**src/rtl/mem_arbiter_pkg.sv**
```systemverilog
// Shared definitions for the two-master memory arbiter:
// FSM state encoding and master-id constants.
package mem_arbiter_pkg;

    typedef enum logic [1:0] {
        IDLE  = 2'b00,
        SERVE = 2'b01,
        RESP  = 2'b10
    } state_t;

    localparam logic MID_M0 = 1'b0;
    localparam logic MID_M1 = 1'b1;

endpackage

```
**src/rtl/mem_arb_pick.sv**
```systemverilog
// Winner selection for the memory arbiter. A lone request wins outright;
// on a tie the master that was not granted last wins.
module mem_arb_pick
    import mem_arbiter_pkg::*;
(
    input  logic m0_req,
    input  logic m1_req,
    input  logic last_grant,
    output logic winner
);

    // Combinational pick: sole requester, else alternate away from last grant
    always_comb begin
        winner = MID_M0;
        if (m0_req && m1_req) begin
            winner = (last_grant == MID_M1) ? MID_M0 : MID_M1;
        end else if (m1_req) begin
            winner = MID_M1;
        end
    end

endmodule

```
**src/rtl/mem_arbiter.sv**
```systemverilog
// Two-master (fetch / data) single-port RAM arbiter.
// IDLE -> SERVE -> RESP, one access per three cycles, Ack two cycles after
// the request is sampled. Build option MEM_ARBITER_ROUND_ROBIN_EN: ties
// alternate between masters; otherwise M1 wins every tie.
module mem_arbiter
    import mem_arbiter_pkg::*;
#(
    parameter int ADDR_W = 24,
    parameter int DATA_W = 32
) (
    input  logic              Clk,
    input  logic              Reset,
    input  logic              M0_Req,
    input  logic              M0_WE,
    input  logic [ADDR_W-1:0] M0_Address,
    input  logic [DATA_W-1:0] M0_WriteData,
    output logic              M0_Ack,
    output logic [DATA_W-1:0] M0_ReadData,
    input  logic              M1_Req,
    input  logic              M1_WE,
    input  logic [ADDR_W-1:0] M1_Address,
    input  logic [DATA_W-1:0] M1_WriteData,
    output logic              M1_Ack,
    output logic [DATA_W-1:0] M1_ReadData,
    output logic [ADDR_W-1:0] Ram_Address,
    output logic [DATA_W-1:0] Ram_WriteData,
    output logic              Ram_WE,
    output logic              Ram_RE,
    input  logic [DATA_W-1:0] Ram_ReadData,
    output logic              Busy
);

    state_t              state;
    logic                lat_we;
    logic                lat_mid;
    logic [ADDR_W-1:0]   lat_addr;
    logic [DATA_W-1:0]   lat_wdata;
    logic                last_grant;
    logic                winner;
    logic                any_req;
    logic                sel_we;
    logic [ADDR_W-1:0]   sel_addr;
    logic [DATA_W-1:0]   sel_wdata;

    assign any_req = M0_Req | M1_Req;

    mem_arb_pick u_pick (
        .m0_req     (M0_Req),
        .m1_req     (M1_Req),
        .last_grant (last_grant),
        .winner     (winner)
    );

`ifdef MEM_ARBITER_ROUND_ROBIN_EN
    logic last_q;

    // Round-robin pointer: remembers the most recent grant, starts at M1
    always_ff @(posedge Clk) begin
        if (Reset) begin
            last_q <= MID_M1;
        end else if (state == IDLE && any_req) begin
            last_q <= winner;
        end
    end

    assign last_grant = last_q;
`else
    // Pinning "last" at M0 makes the picker hand every tie to M1.
    assign last_grant = MID_M0;
`endif

    // Steer the winning master's request fields toward the latch registers
    always_comb begin
        sel_we    = M0_WE;
        sel_addr  = M0_Address;
        sel_wdata = M0_WriteData;
        if (winner == MID_M1) begin
            sel_we    = M1_WE;
            sel_addr  = M1_Address;
            sel_wdata = M1_WriteData;
        end
    end

    assign Ram_Address   = lat_addr;
    assign Ram_WriteData = lat_wdata;

    // Arbiter FSM with registered strobes, acks and read-data capture
    always_ff @(posedge Clk) begin
        if (Reset) begin
            state       <= IDLE;
            Busy        <= 1'b0;
            Ram_WE      <= 1'b0;
            Ram_RE      <= 1'b0;
            M0_Ack      <= 1'b0;
            M1_Ack      <= 1'b0;
            M0_ReadData <= '0;
            M1_ReadData <= '0;
            lat_we      <= 1'b0;
            lat_mid     <= MID_M0;
            lat_addr    <= '0;
            lat_wdata   <= '0;
        end else begin
            case (state)
                IDLE: begin
                    if (any_req) begin
                        state     <= SERVE;
                        Busy      <= 1'b1;
                        lat_we    <= sel_we;
                        lat_mid   <= winner;
                        lat_addr  <= sel_addr;
                        lat_wdata <= sel_wdata;
                        Ram_WE    <= sel_we;
                        Ram_RE    <= ~sel_we;
                    end
                end
                SERVE: begin
                    state  <= RESP;
                    Ram_WE <= 1'b0;
                    Ram_RE <= 1'b0;
                    M0_Ack <= (lat_mid == MID_M0);
                    M1_Ack <= (lat_mid == MID_M1);
                    if (!lat_we) begin
                        if (lat_mid == MID_M1) begin
                            M1_ReadData <= Ram_ReadData;
                        end else begin
                            M0_ReadData <= Ram_ReadData;
                        end
                    end
                end
                RESP: begin
                    state  <= IDLE;
                    Busy   <= 1'b0;
                    M0_Ack <= 1'b0;
                    M1_Ack <= 1'b0;
                end
                default: begin
                    state  <= IDLE;
                    Busy   <= 1'b0;
                    Ram_WE <= 1'b0;
                    Ram_RE <= 1'b0;
                    M0_Ack <= 1'b0;
                    M1_Ack <= 1'b0;
                end
            endcase
        end
    end

endmodule

```
**config.mk**
```make
export PLATFORM = sky130hd
export DESIGN_NAME = mem_arbiter
export DESIGN_NICKNAME = d
export VERILOG_FILES = /design/src/rtl/mem_arbiter_pkg.sv /design/src/rtl/mem_arb_pick.sv /design/src/rtl/mem_arbiter.sv
export SDC_FILE = /design/constraint.sdc
export NUM_CORES = 1
export LEC_CHECK = 0
export ABC_AREA = 0
export CORE_AREA = 3 3 105 107
export DETAILED_ROUTE_END_ITERATION = 7
export DIE_AREA = 0 0 108 110
export DONT_BUFFER_PORTS = 1
export PLACE_DENSITY = 0.66
export SETUP_SLACK_MARGIN = 0.2
export SLEW_MARGIN = 30
export SYNTH_ARGS = -nofsm -noshare
export SYNTH_HDL_FRONTEND = slang
export SYNTH_HIERARCHICAL = 1
export SYNTH_SLANG_ARGS = --single-unit
export TNS_END_PERCENT = 100
```
**constraint.sdc**
```tcl
create_clock -name Clk -period 2.2 [get_ports Clk]
set_clock_uncertainty 0.2 [all_clocks]
set_input_delay 0.22 -clock Clk [delete_from_list [all_inputs] [get_ports Clk]]
set_output_delay 0.22 -clock Clk [all_outputs]
set_load 0.02 [all_outputs]
```
### Word level (Yosys, flattened, before mapping)

Cells that the tools add are included.

| operators by class | value |
|---|---|
| eq/ne operators | 3 |
| multiplexer cells | 15 |
| bitwise operators | 6 |
| reductions and logical operators | 7 |

Operators with widths:

| cell | number |
|---|---|
| two-way mux 32 bit | 1 |
| two-way mux 24 bit | 1 |
| one-hot mux 1 bit (2 select lines) | 5 |
| two-way mux 1 bit | 6 |
| AND reduction 2 bit | 3 |
| AND reduction 3 bit | 2 |
| inverter 1 bit | 5 |
| one-hot mux 2 bit (2 select lines) | 1 |
| equality test 2 x 1 -> 1 bit (second input constant) | 1 |
| equality test 2 bit (second input constant) | 1 |
| logical NOT 2 bit | 1 |
| two-way mux 2 bit | 1 |
| != test 2 bit (second input constant) | 1 |
| logical AND 1 bit | 1 |
| OR 1 bit | 1 |

| storage, ports and cells | value |
|---|---|
| register bits | 129 |
| input port bits | 150 |
| logic and storage cells | 43 |

### Logic depth before layout (Yosys ltp)

Gate-level depths: netlist (run 1).

| depth | value |
|---|---|
| depth after elaboration | 6 |
| mapped depth | 7 |

### Hierarchy

Netlist (run 1), hierarchy kept.

By module, submodules not included:

| module | instances | cells each | area each (sq um) |
|---|---|---|---|
| mem_arbiter | 1 | 581 | 5278.8 |
| mem_arb_pick | 1 | 1 | 11.3 |

### Least setup slack after synthesis (run 1)

Ideal clock, no wire load.

| timing | value |
|---|---|
| path type | register to register |
| start point | reg state[1] |
| end point | reg M0_ReadData[6] |
| data arrival time | 1.263 ns |
| required time | 1.868 ns |
| slack | 0.605 ns |
| stages on the path, launching flop included | 7 |
| path buffers | 3 |
| clock period less this slack | 1.595 ns |
| cells stage by stage | dfxtp_1 > buf_4 > or4b_1 > buf_2 > buf_6 > nand2_1 > a21oi_1 |

| between the ends | value |
|---|---|
| word-level cells in the longest chain between the ends | 2 |

RTL lines:

| item | RTL line | RTL |
|---|---|---|
| from (decl) | mem_arbiter.sv:33 | `state_t state;` |
| from (signal assigned) | mem_arbiter.sv:90 | `state <= IDLE;` |
| from (signal assigned) | mem_arbiter.sv:106 | `state <= SERVE;` |
| from (signal assigned) | mem_arbiter.sv:117 | `state <= RESP;` |
| equality test 2 x 1 -> 1 bit | mem_arbiter.sv:103 | `case (state)` |
| AND reduction 3 bit (no line) | -- |  |
| to (signal assigned) | mem_arbiter.sv:126 | `M0_ReadData <= Ram_ReadData;` |
| to (decl) | mem_arbiter.sv:18 | `output logic [DATA_W-1:0] M0_ReadData,` |

Every way passes these cells.
A chain may end at the register's enable or synchronous reset.

### Worst setup path in the final report (run 1)

| timing | value |
|---|---|
| start point | reg state[1] |
| end point | reg lat_addr[6], in the netlist Ram_Address[6] |

| between the ends | value |
|---|---|
| word-level cells in the longest chain between the ends | 2 |

RTL lines:

| item | RTL line | RTL |
|---|---|---|
| logical NOT 2 bit | mem_arbiter.sv:103 |  |
| AND reduction 2 bit (no line) | -- |  |
| to (signal assigned) | mem_arbiter.sv:110 | `lat_addr <= sel_addr;` |
| to (decl) | mem_arbiter.sv:36 | `logic [ADDR_W-1:0] lat_addr;` |

Every way passes these cells.

==> run metrics, run 1 <==
synthesized area per cell=just over 9 sq um; number of CTS-inserted buffers=17; core area=slightly above 0.01 sq mm; grt total ovfl=0; CTS root buffer=clkbuf_8; Post-Syn Nets=roughly 730; FF-to-FF setup slack=just over 0.4 ns; Tmin final=around 1.8 ns; router iterations before antenna repair=4; flops & latches, synth=about 130; GP Congestion=roughly 0.76; final net count=approximately 700; failing checks=negative hold slack; mapped cell area=between 0.005 and 0.006 sq mm; fin crit share=81.6%; TritonCTS clock tree=yes; share of cells above drive strength 1=a little under a tenth; Synth top area share=between 40% and 50%; class of the worst hold path=in -> reg; P_leak=between 2 and 2.5 nW; Worst-Margin Slew=0.576 ns; RSZ-0062 raised after global routing=no; Final Power=about 6.6 mW; Total Die Area=0.0119 sq mm; clk slew on worst S/H paths=0.06 ns; Routed WL=around 14000 um; Min Hold Slack=-0.399 ns; Worst Path Class, Setup=reg -> reg; maximum number of pins on one net before global-route repair=between 100 and 150; Chip Width=108 um; gr usage total=approximately a fifth; CP Capture Type=flip-flop; YS warnings=6; starting density of the core=about half; die height=110 um; DP Worst Slack=0.378 ns; Max Clk Rate=between 500 and 600 MHz; H-tree depth=4; io pins=around 280; FP Rows=37; Final setup violation count=0; Worst EP required=about 2.4 ns; Fillers=892; Seq/Total Area, Yosys=approximately 50%; top_reg_cell synth=dfxtp_1; clk_lat worst skew=around 0.5 ns; area leader, netlist=dfxtp_1; initial antenna violation count=0; CTS sink count=129; CP Launch Type=flip-flop; pins over their slew limit=0; EDFF count, synth=0; ranking of synthesized cells by area=dfxtp_1 49%, a21oi_1 12%, mux2i_1 11%; worst vdd ir=about 0.43 mV; Final Worst Setup Slack=0.404 ns; first-pass GRT wire length=a little under 20000 um; status=finished, violations left; power density over the cells=~1100 mW/mm^2; post-route ant nets=0; via/cell ratio=slightly below 6; crit path DAT=1.99 ns; Via Count=between 4000 and 5000; max_cap viols=0; relative slew slack=between 60% and 70%; Iteration-0 DRC Markers=~320; Yosys cell types=28; final setup TNS=0 ns; dpl hpwl=between 9000 and 10000 um; Hold Vio Cnt, Final=between 100 and 150; Commonest cells post-synth=129 x dfxtp_1, 129 x nand2_1, 123 x a21oi_1; critical path peak fanout=33; Max Buffers Root-to-Sink=2; fraction of registers with async set/reset=0%; Port-buffer cells=0; synthesized instance count=between 500 and 600; routed len/inst=between 15 and 20 um; antenna cells=0; Area growth, synth to finish=13.6%; DR DRC count=0; vias in the first global route=approximately 3700
## cells by family after synthesis
kind of cell    synth area share (%)
compound gates                  22.0
simple gates                    11.3
flops                           48.8
buf+inv                         6.88
mux                             11.0
other cells                   0.0709
## sequential cells by signal, indices dropped and copies added, names as in the netlist
register,count
lat_we,1
M1_Ack,1
Ram_WE,1
M1_ReadData,32
Ram_RE,1
Ram_WriteData,32
Ram_Address,24
M0_Ack,1
lat_mid,1
M0_ReadData,32
Busy,1
state,2
## worst max-delay path, cell delays in order, from the launching register on
cell      delay (ns)
dfxtp_1         0.31
o21ba_4         0.51
buf_4           0.28
a21oi_1         0.09
a311oi_1        0.30
## cell usage in the layout, fill, tap and decap left out, types with 2 or more instances in the layout
cell type	netlist	final
a21oi_1	123	123
a311oi_1	56	56
buf_12	0	4
buf_4	12	9
bufinv_16	0	6
clkbuf_16	0	16
clkinv_2	0	4
clkinv_4	0	2
clkinvlp_4	0	2
dfxtp_1	129	128
dlygate4sd3_1	0	9
mux2i_1	57	57
nand2_1	129	129
nor2_1	3	3
nor3_1	5	5
## area by class of cell
type                            count  area [sq um]  share of cell area (%)
Clock buffer                       18           418                    6.95
Tap cell                          136           170                    2.83
Timing Repair Buffer               22           238                    3.96
Inverter                            1          5.00                  0.0833
Clock inverter                     14           236                    3.93
Sequential cell                   129          2580                    43.0
Multi-Input combinational cell    389          2360                    39.3
## timing repair
item | in CTS | in global routing
setup endpoints to repair | 0 | 1
gates resized for setup | 0 | 1
buffers inserted | 0 | 0
endpoints found under the hold margin | 129 | 126
hold buffers | 3 | 6
## through the flow
stage	instances	instance area (sq um)	util [%]	hold WS [ns]
after CTS	703	5950	58.2	-0.441
after detailed placement	668	5270	51.5	0.106
after floorplan	582	5290	-	0.156
final	709	6010	58.8	-0.399
after global placement	668	5270	51.5	0.0980
after global routing	709	6010	58.8	-0.425
## metal layers
layer  part of all wire (%)  global-route usage (%)  vias up
li1                       -                       -     2042
met1                     38                    23.3     1903
met2                     50                    35.4      183
met3                    9.7                    7.22       20
met4                    1.7                    9.47        0
met5                      0                       0        -
## path summary, 6_finish.rpt
kind,cells after the start,end,start
worst min register to register,2,M1_ReadData[9],M1_ReadData[9]
worst max register to register,4,Ram_Address[6],state[1]
worst max-delay path,4,Ram_Address[6],state[1]
worst min-delay path,1,Ram_Address[17],Reset
## power by group
group	switching [mW]	leakage [nW]	internal [mW]	total, mW
Combinational	0.323	0.780	0.262	0.585
Clock	1.03	0.315	2.07	3.10
Sequential	0.354	1.06	2.52	2.87
No activity file was read; power rests on OpenSTA's default activity.
==> inputs of run 2 (changes only) <==
==> constraint.sdc (replaced) <==
create_clock -name Clk -period 1.7 [get_ports Clk]
set_clock_uncertainty 0.2 [all_clocks]
set_input_delay 0.17 -clock Clk [delete_from_list [all_inputs] [get_ports Clk]]
set_output_delay 0.17 -clock Clk [all_outputs]
set_load 0.02 [all_outputs]
==> run 2 against run 1 <==
Effect of this change:
- the run still ends with negative hold slack left
- fmax rose by 15%
- sequential power is 30% higher
- via count rose by 7.3%
- largest power group is now sequential cells
- highest routed layer unchanged
==> run metrics, run 2 (synthesized netlist as in run 1, its figures left out) <==
fin cells=approximately 730; post-route ant nets=0; hold path depth=1; most frequent cells in the layout=126 x dfxtp_1, 119 x nand2_1, 93 x a21oi_1, 57 x mux2i_1, 35 x a311oi_1; vias in the first global route=4057; final net count=around 730; Iteration-0 DRC Markers=approximately 270; CP Cell Sequence=or4b_4 -> buf_12 -> nand2_1 -> a21oi_2; Clock power frac=between 40% and 50%; P_leak=around 2.4 nW; Power Internal=5.77 mW; Area growth, synth to finish=25.7%; io pins=275; routed len/inst=between 20 and 25 um; via/cell ratio=approximately 6; Switch Pwr=about 2.4 mW; Critical-path top delay cell=or4b_4; status=finished, violations left; antenna cells=0; part of the power in registers=between 40% and 50%; CTS root buffer=clkbuf_8; Cells after DPL=~670; clk slew on worst S/H paths=~0.06 ns; starting density of the core=a little over 50%; Most Crowded Layer GR=met2; share of cells above drive strength 1=~25%; crit path DAT=about 1.8 ns; Cell Area, Placed=around 0.0054 sq mm; first-pass GRT wire length=a little over 20000 um; RSZ-0062 raised after global routing=yes; critical path peak fanout=32; grt total ovfl=0; Final setup violation count=0; CP max stage delay=0.53 ns; class of the worst hold path=in -> reg; CP Capture Type=flip-flop; GP Congestion=between 0.7 and 0.8; number of CTS-inserted buffers=17; worst vdd ir=~0.51 mV; core area=a little over 0.01 sq mm; commonest non-fill, non-tap cell in the layout=dfxtp_1; critical path's top delay family=simple AND/OR/NAND/NOR gates; CP Depth=4; die height=110 um; WP buf/inv=1; Tmin final=~1.6 ns; router iterations before antenna repair=4; GR Util met3=under 10%; CTS sink count=between 100 and 150; H-tree depth=4; met2 GRT Util=about two fifths; Final Power=about 8 mW; Worst Path Class, Setup=reg -> reg; pins over their slew limit=0; Routed WL=15300 um; Chip Width=approximately 110 um; Max Clk Rate=639 MHz; met1 Usage GRT=between 20% and 30%; max_cap viols=0; Sw Share=slightly below 30%; maximum number of pins on one net before global-route repair=130; clk_lat worst skew=~0.52 ns; Min Hold Slack=-0.462 ns; TritonCTS clock tree=yes; gr usage total=between 20 and 25%; Total Die Area=0.0119 sq mm; power density over the cells=approximately 1200 mW/mm^2; Gate power share=about 14%; dpl hpwl=slightly above 9000 um; final setup TNS=0 ns; initial antenna violation count=0; CP Launch Type=flip-flop; Hold Vio Cnt, Final=between 100 and 150; Port-buffer cells=0; DR DRC count=0; failing checks=negative hold slack; Max Buffers Root-to-Sink=2; R2R cell count=4; fin crit share=between 90 and 100%; final non-filler cell area=around 0.0067 sq mm; FP Rows=37; Worst EP required=roughly 1.9 ns; Via Count=between 4000 and 5000
-- run 2: changes by cell type in the layout (fill, tap and decap cells not counted), moves of 3 or more --
cell,previous run,this run
a21oi_1,123,93
a21oi_2,0,30
a311oi_1,56,35
a311oi_2,0,21
nand2_1,129,119
dlygate4sd3_1,9,0
buf_12,4,11
buf_6,0,7
nand2_2,0,7
clkbuf_16,16,22
bufinv_16,6,1
inv_6,1,4
nand2_4,0,3
-- run 2: through the flow --
| step | utilization (%) | setup slack, ns | hold slack (ns) |
|---|---|---|---|
| after floorplan | - | 0.113 | 0.106 |
| after global placement | 52.4 | 0.164 | 0.0492 |
| after detailed placement | 52.4 | 0.0857 | 0.0535 |
| after CTS | 59.8 | 0.144 | -0.495 |
| after global routing | 65.0 | 0.0816 | -0.507 |
| final | 65.0 | 0.136 | -0.462 |
-- run 2: power by group through the flow --
stage / registers (mW) / logic, mW / clock network, mW
5_1_grt: 3.74 / 1.21 / 3.56
3_3_place_gp: 3.77 / 0.748 / 0
6_report: 3.72 / 1.12 / 3.34
4_1_cts: 3.72 / 0.893 / 3.38
2_1_floorplan: 3.71 / 0.696 / 0
3_5_place_dp: 3.78 / 0.780 / 0
-- run 2: final cells by class --
type | count | area [sq um]
sequential | 129 | 2590
fill | 851 | 3580
tap | 136 | 170
inverter | 1 | 5.00
clock inverter | 15 | 134
timing repair buffer | 40 | 657
multi-input combinational | 390 | 2680
clock buffer | 17 | 414
-- run 2: final timing paths --
kind	slack (ns)	to	startpoint
setup / recovery	0.14	M0_ReadData[24]	lat_we
hold / removal	-0.46	Ram_Address[5]	Reset
setup reg to reg	0.14	M0_ReadData[24]	lat_we
hold reg to reg	0.35	M0_Ack	M0_Ack
-- run 2: repair_timing --
item,CTS,global route
pin swaps,1,44
hold endpoints to repair,129,129
gates cloned,6,8
endpoints found under the setup margin,81,110
buffers inserted,1,9
gates resized for setup,10,71
-- run 2: metal layers --
metal | vias up | wire (um)
met5 | - | 0
met4 | 0 | 364
met3 | 24 | 1320
met2 | 204 | 7990
met1 | 2136 | 5580
li1 | 2086 | -
==> inputs of run 3 (changes only) <==
--- a/config.mk
+++ b/config.mk
@@ -6,15 +6,15 @@
 export NUM_CORES = 1
 export LEC_CHECK = 0
 export ABC_AREA = 0
-export CORE_AREA = 3 3 105 107
+export CAP_MARGIN = 0
+export CORE_AREA = 3 3 104 106
 export DETAILED_ROUTE_END_ITERATION = 7
-export DIE_AREA = 0 0 108 110
+export DIE_AREA = 0 0 107 109
 export DONT_BUFFER_PORTS = 1
 export PLACE_DENSITY = 0.66
 export SETUP_SLACK_MARGIN = 0.2
 export SLEW_MARGIN = 30
 export SYNTH_ARGS = -nofsm -noshare
 export SYNTH_HDL_FRONTEND = slang
-export SYNTH_HIERARCHICAL = 1
 export SYNTH_SLANG_ARGS = --single-unit
 export TNS_END_PERCENT = 100
==> run 3 against run 2 <==
Effect of this change:
- the run still ends with negative hold slack left
- non-clock buffer count fell by 3
- core utilization rose by 5.1 points
- sequential share of layout area fell by 1.5 points
- cell count fell by 0.82%
- power rose by 2.6%
- clock power rose by 6.0%
- critical endpoint is now M1_ReadData[12]
==> run metrics, run 3 <==
via/cell ratio=about 6.0; max_cap viols=0; antenna cells=0; vias in the first global route=just under 4000; EDFF count, synth=0; Area growth, synth to finish=33.9%; flops & latches, synth=roughly 130; Via Count=around 4300; Worst EP required=1.93 ns; router iterations before antenna repair=4; power density over the cells=about 1200 mW/mm^2; FP Rows=36; Critical-path top delay cell=dfxtp_2; Switch Pwr=approximately 2.3 mW; area leader, netlist=dfxtp_1; Multi-input gate area=between 0.002 and 0.003 sq mm; share of cells above drive strength 1=between 30% and 40%; H-tree depth=4; final non-filler cell area=approximately 0.0069 sq mm; P_leak=between 2 and 3 nW; Cell Area, Placed=approximately 0.0052 sq mm; number of CTS-inserted buffers=17; Fillers=734; DR DRC count=0; Commonest cells post-synth=131 x nand2_1, 129 x dfxtp_1, 124 x a21oi_1; Port-buffer cells=0; top_reg_cell synth=dfxtp_1; Worst Path Class, Setup=reg -> reg; critical path's top delay family=buffers and inverters; core area=between 0.009 and 0.01 sq mm; dpl hpwl=9120 um; Min Hold Slack=-0.465 ns; ranking of synthesized cells by area=dfxtp_1 50%, a21oi_1 12%, mux2i_1 11%; CTS sink count=~130; Sw Share=between 20 and 30%; clk_lat worst skew=0.51 ns; Iteration-0 DRC Markers=~320; relative slew slack=a little over 70%; die height=109 um; CP Capture Type=flip-flop; pins over their slew limit=0; Yosys cell types=25; critical path peak fanout=6; Post-Syn Nets=roughly 730; starting density of the core=between 50% and 60%; Chip Width=approximately 110 um; first-pass GRT wire length=~21000 um; TritonCTS clock tree=yes; maximum number of pins on one net before global-route repair=between 100 and 150; routed len/inst=between 20 and 25 um; CP max stage delay=roughly 0.34 ns; Total Die Area=about 0.012 sq mm; fin crit share=between 90% and 100%; synthesized instance count=578; class of the worst hold path=in -> reg; most frequent cells in the layout=125 x dfxtp_1, 94 x a21oi_1, 83 x nand2_1, 57 x mux2i_1, 40 x a211oi_2; clk slew on worst S/H paths=approximately 0.06 ns; most frequent cell after synthesis=nand2_1; Max Buffers Root-to-Sink=2; status=finished, violations left; YS warnings=0; gr usage total=a little under a quarter; io pins=about 280; failing checks=negative hold slack; Final setup violation count=0; Max Clk Rate=about 630 MHz; CP Cell Sequence=buf_6 -> nor4bb_4 -> buf_4 -> buf_12 -> nand2_1 -> a21oi_1; Routed WL=16300 um; CTS root buffer=clkbuf_8; CP Launch Type=flip-flop; final setup TNS=0 ns; post-route ant nets=0; Hold Vio Cnt, Final=approximately 130; Tmin final=~1.6 ns; RSZ-0062 raised after global routing=yes; Power Internal=6.08 mW; Worst-Margin Slew=0.426 ns; worst vdd ir=0.561 mV; synthesized area per cell=between 8 and 9 sq um; Storage cell area=roughly 0.0026 sq mm; commonest non-fill, non-tap cell in the layout=dfxtp_1; fraction of registers with async set/reset=0%; Seq/Total Area, Yosys=~50%; initial antenna violation count=0; Gate power share=approximately an eighth; crit path DAT=around 1.8 ns; grt total ovfl=0; mapped cell area=0.00517 sq mm; WP buf/inv=3; Synth top area share=between 40% and 50%; GP Congestion=~0.72; final net count=between 700 and 800; Clock power frac=approximately 42%; part of the power in registers=between 40% and 50%
-- run 3: cell count changes after synthesis, moves of 2 or more --
cell      change
nand2_1       +2
buf_6         -3
buf_4         -3
clkbuf_1      -5
inv_1         +2
nor3_1        -2
a211oi_1     +56
a311oi_1     -56
buf_2         +5
-- run 3: power groups by stage --
stage                     Sequential [mW]  Clock, mW  Combinational [mW]
after floorplan                      3.71          0               0.645
after global placement               3.79          0               0.671
after detailed placement             3.80          0               0.697
after CTS                            3.73       3.59               0.857
after global routing                 3.76       3.73                1.20
final                                3.73       3.54                1.12
-- run 3: final timing paths --
| path | start | to | slack [ns] | cells after the start |
|---|---|---|---|---|
| max | state[0] | M1_ReadData[12] | 0.11 | 6 |
| min | Reset | Ram_WriteData[15] | -0.46 | 1 |
| max reg2reg | state[0] | M1_ReadData[12] | 0.11 | 6 |
| min reg2reg | state[0] | Ram_WE | 0.35 | 2 |
-- run 3: repair_timing --
action	in CTS	in global routing
resized for setup	26	152
setup endpoints to repair	120	121
pin swaps	4	61
endpoints found under the hold margin	129	129
setup buffers	7	2
cloned	4	11
-- run 3: metal layers --
metal	global-route usage, %	up-vias	wire length, um
met2	42.9	206	8970
met3	7.87	21	1390
met1	25.2	2053	5670
met4	8.77	0	252
li1	-	2029	-
met5	0	-	0
-- run 3: layout make-up --
cell class	count	share of cell area (%)
Inverter	2	0.108
Clock inverter	10	1.97
Multi-Input combinational cell	390	42.3
Sequential cell	129	37.4
Clock buffer	21	6.35
Timing Repair Buffer	37	9.49
Tap cell	133	2.41
-- run 3: cell families after synthesis --
group	Yosys count	synth area share, %
AOI/OAI and AO/OA	184	20.7
and+or+nand+nor	148	12.0
muxes	58	11.3
DFF	129	50.0
buffers and inverters	59	6.15
-- run 3: metrics by stage --
stage	setup WS [ns]	power, mW	utilization [%]	hold slack [ns]	cells
2_1_floorplan	0.162	4.36	-	0.106	578
3_3_place_gp	0.143	4.46	53.0	0.0482	667
3_5_place_dp	0.101	4.50	53.0	0.0526	667
4_1_cts	0.140	8.18	61.4	-0.504	709
5_1_grt	0.0785	8.69	70.1	-0.501	722
6_report	0.109	8.39	70.1	-0.465	722
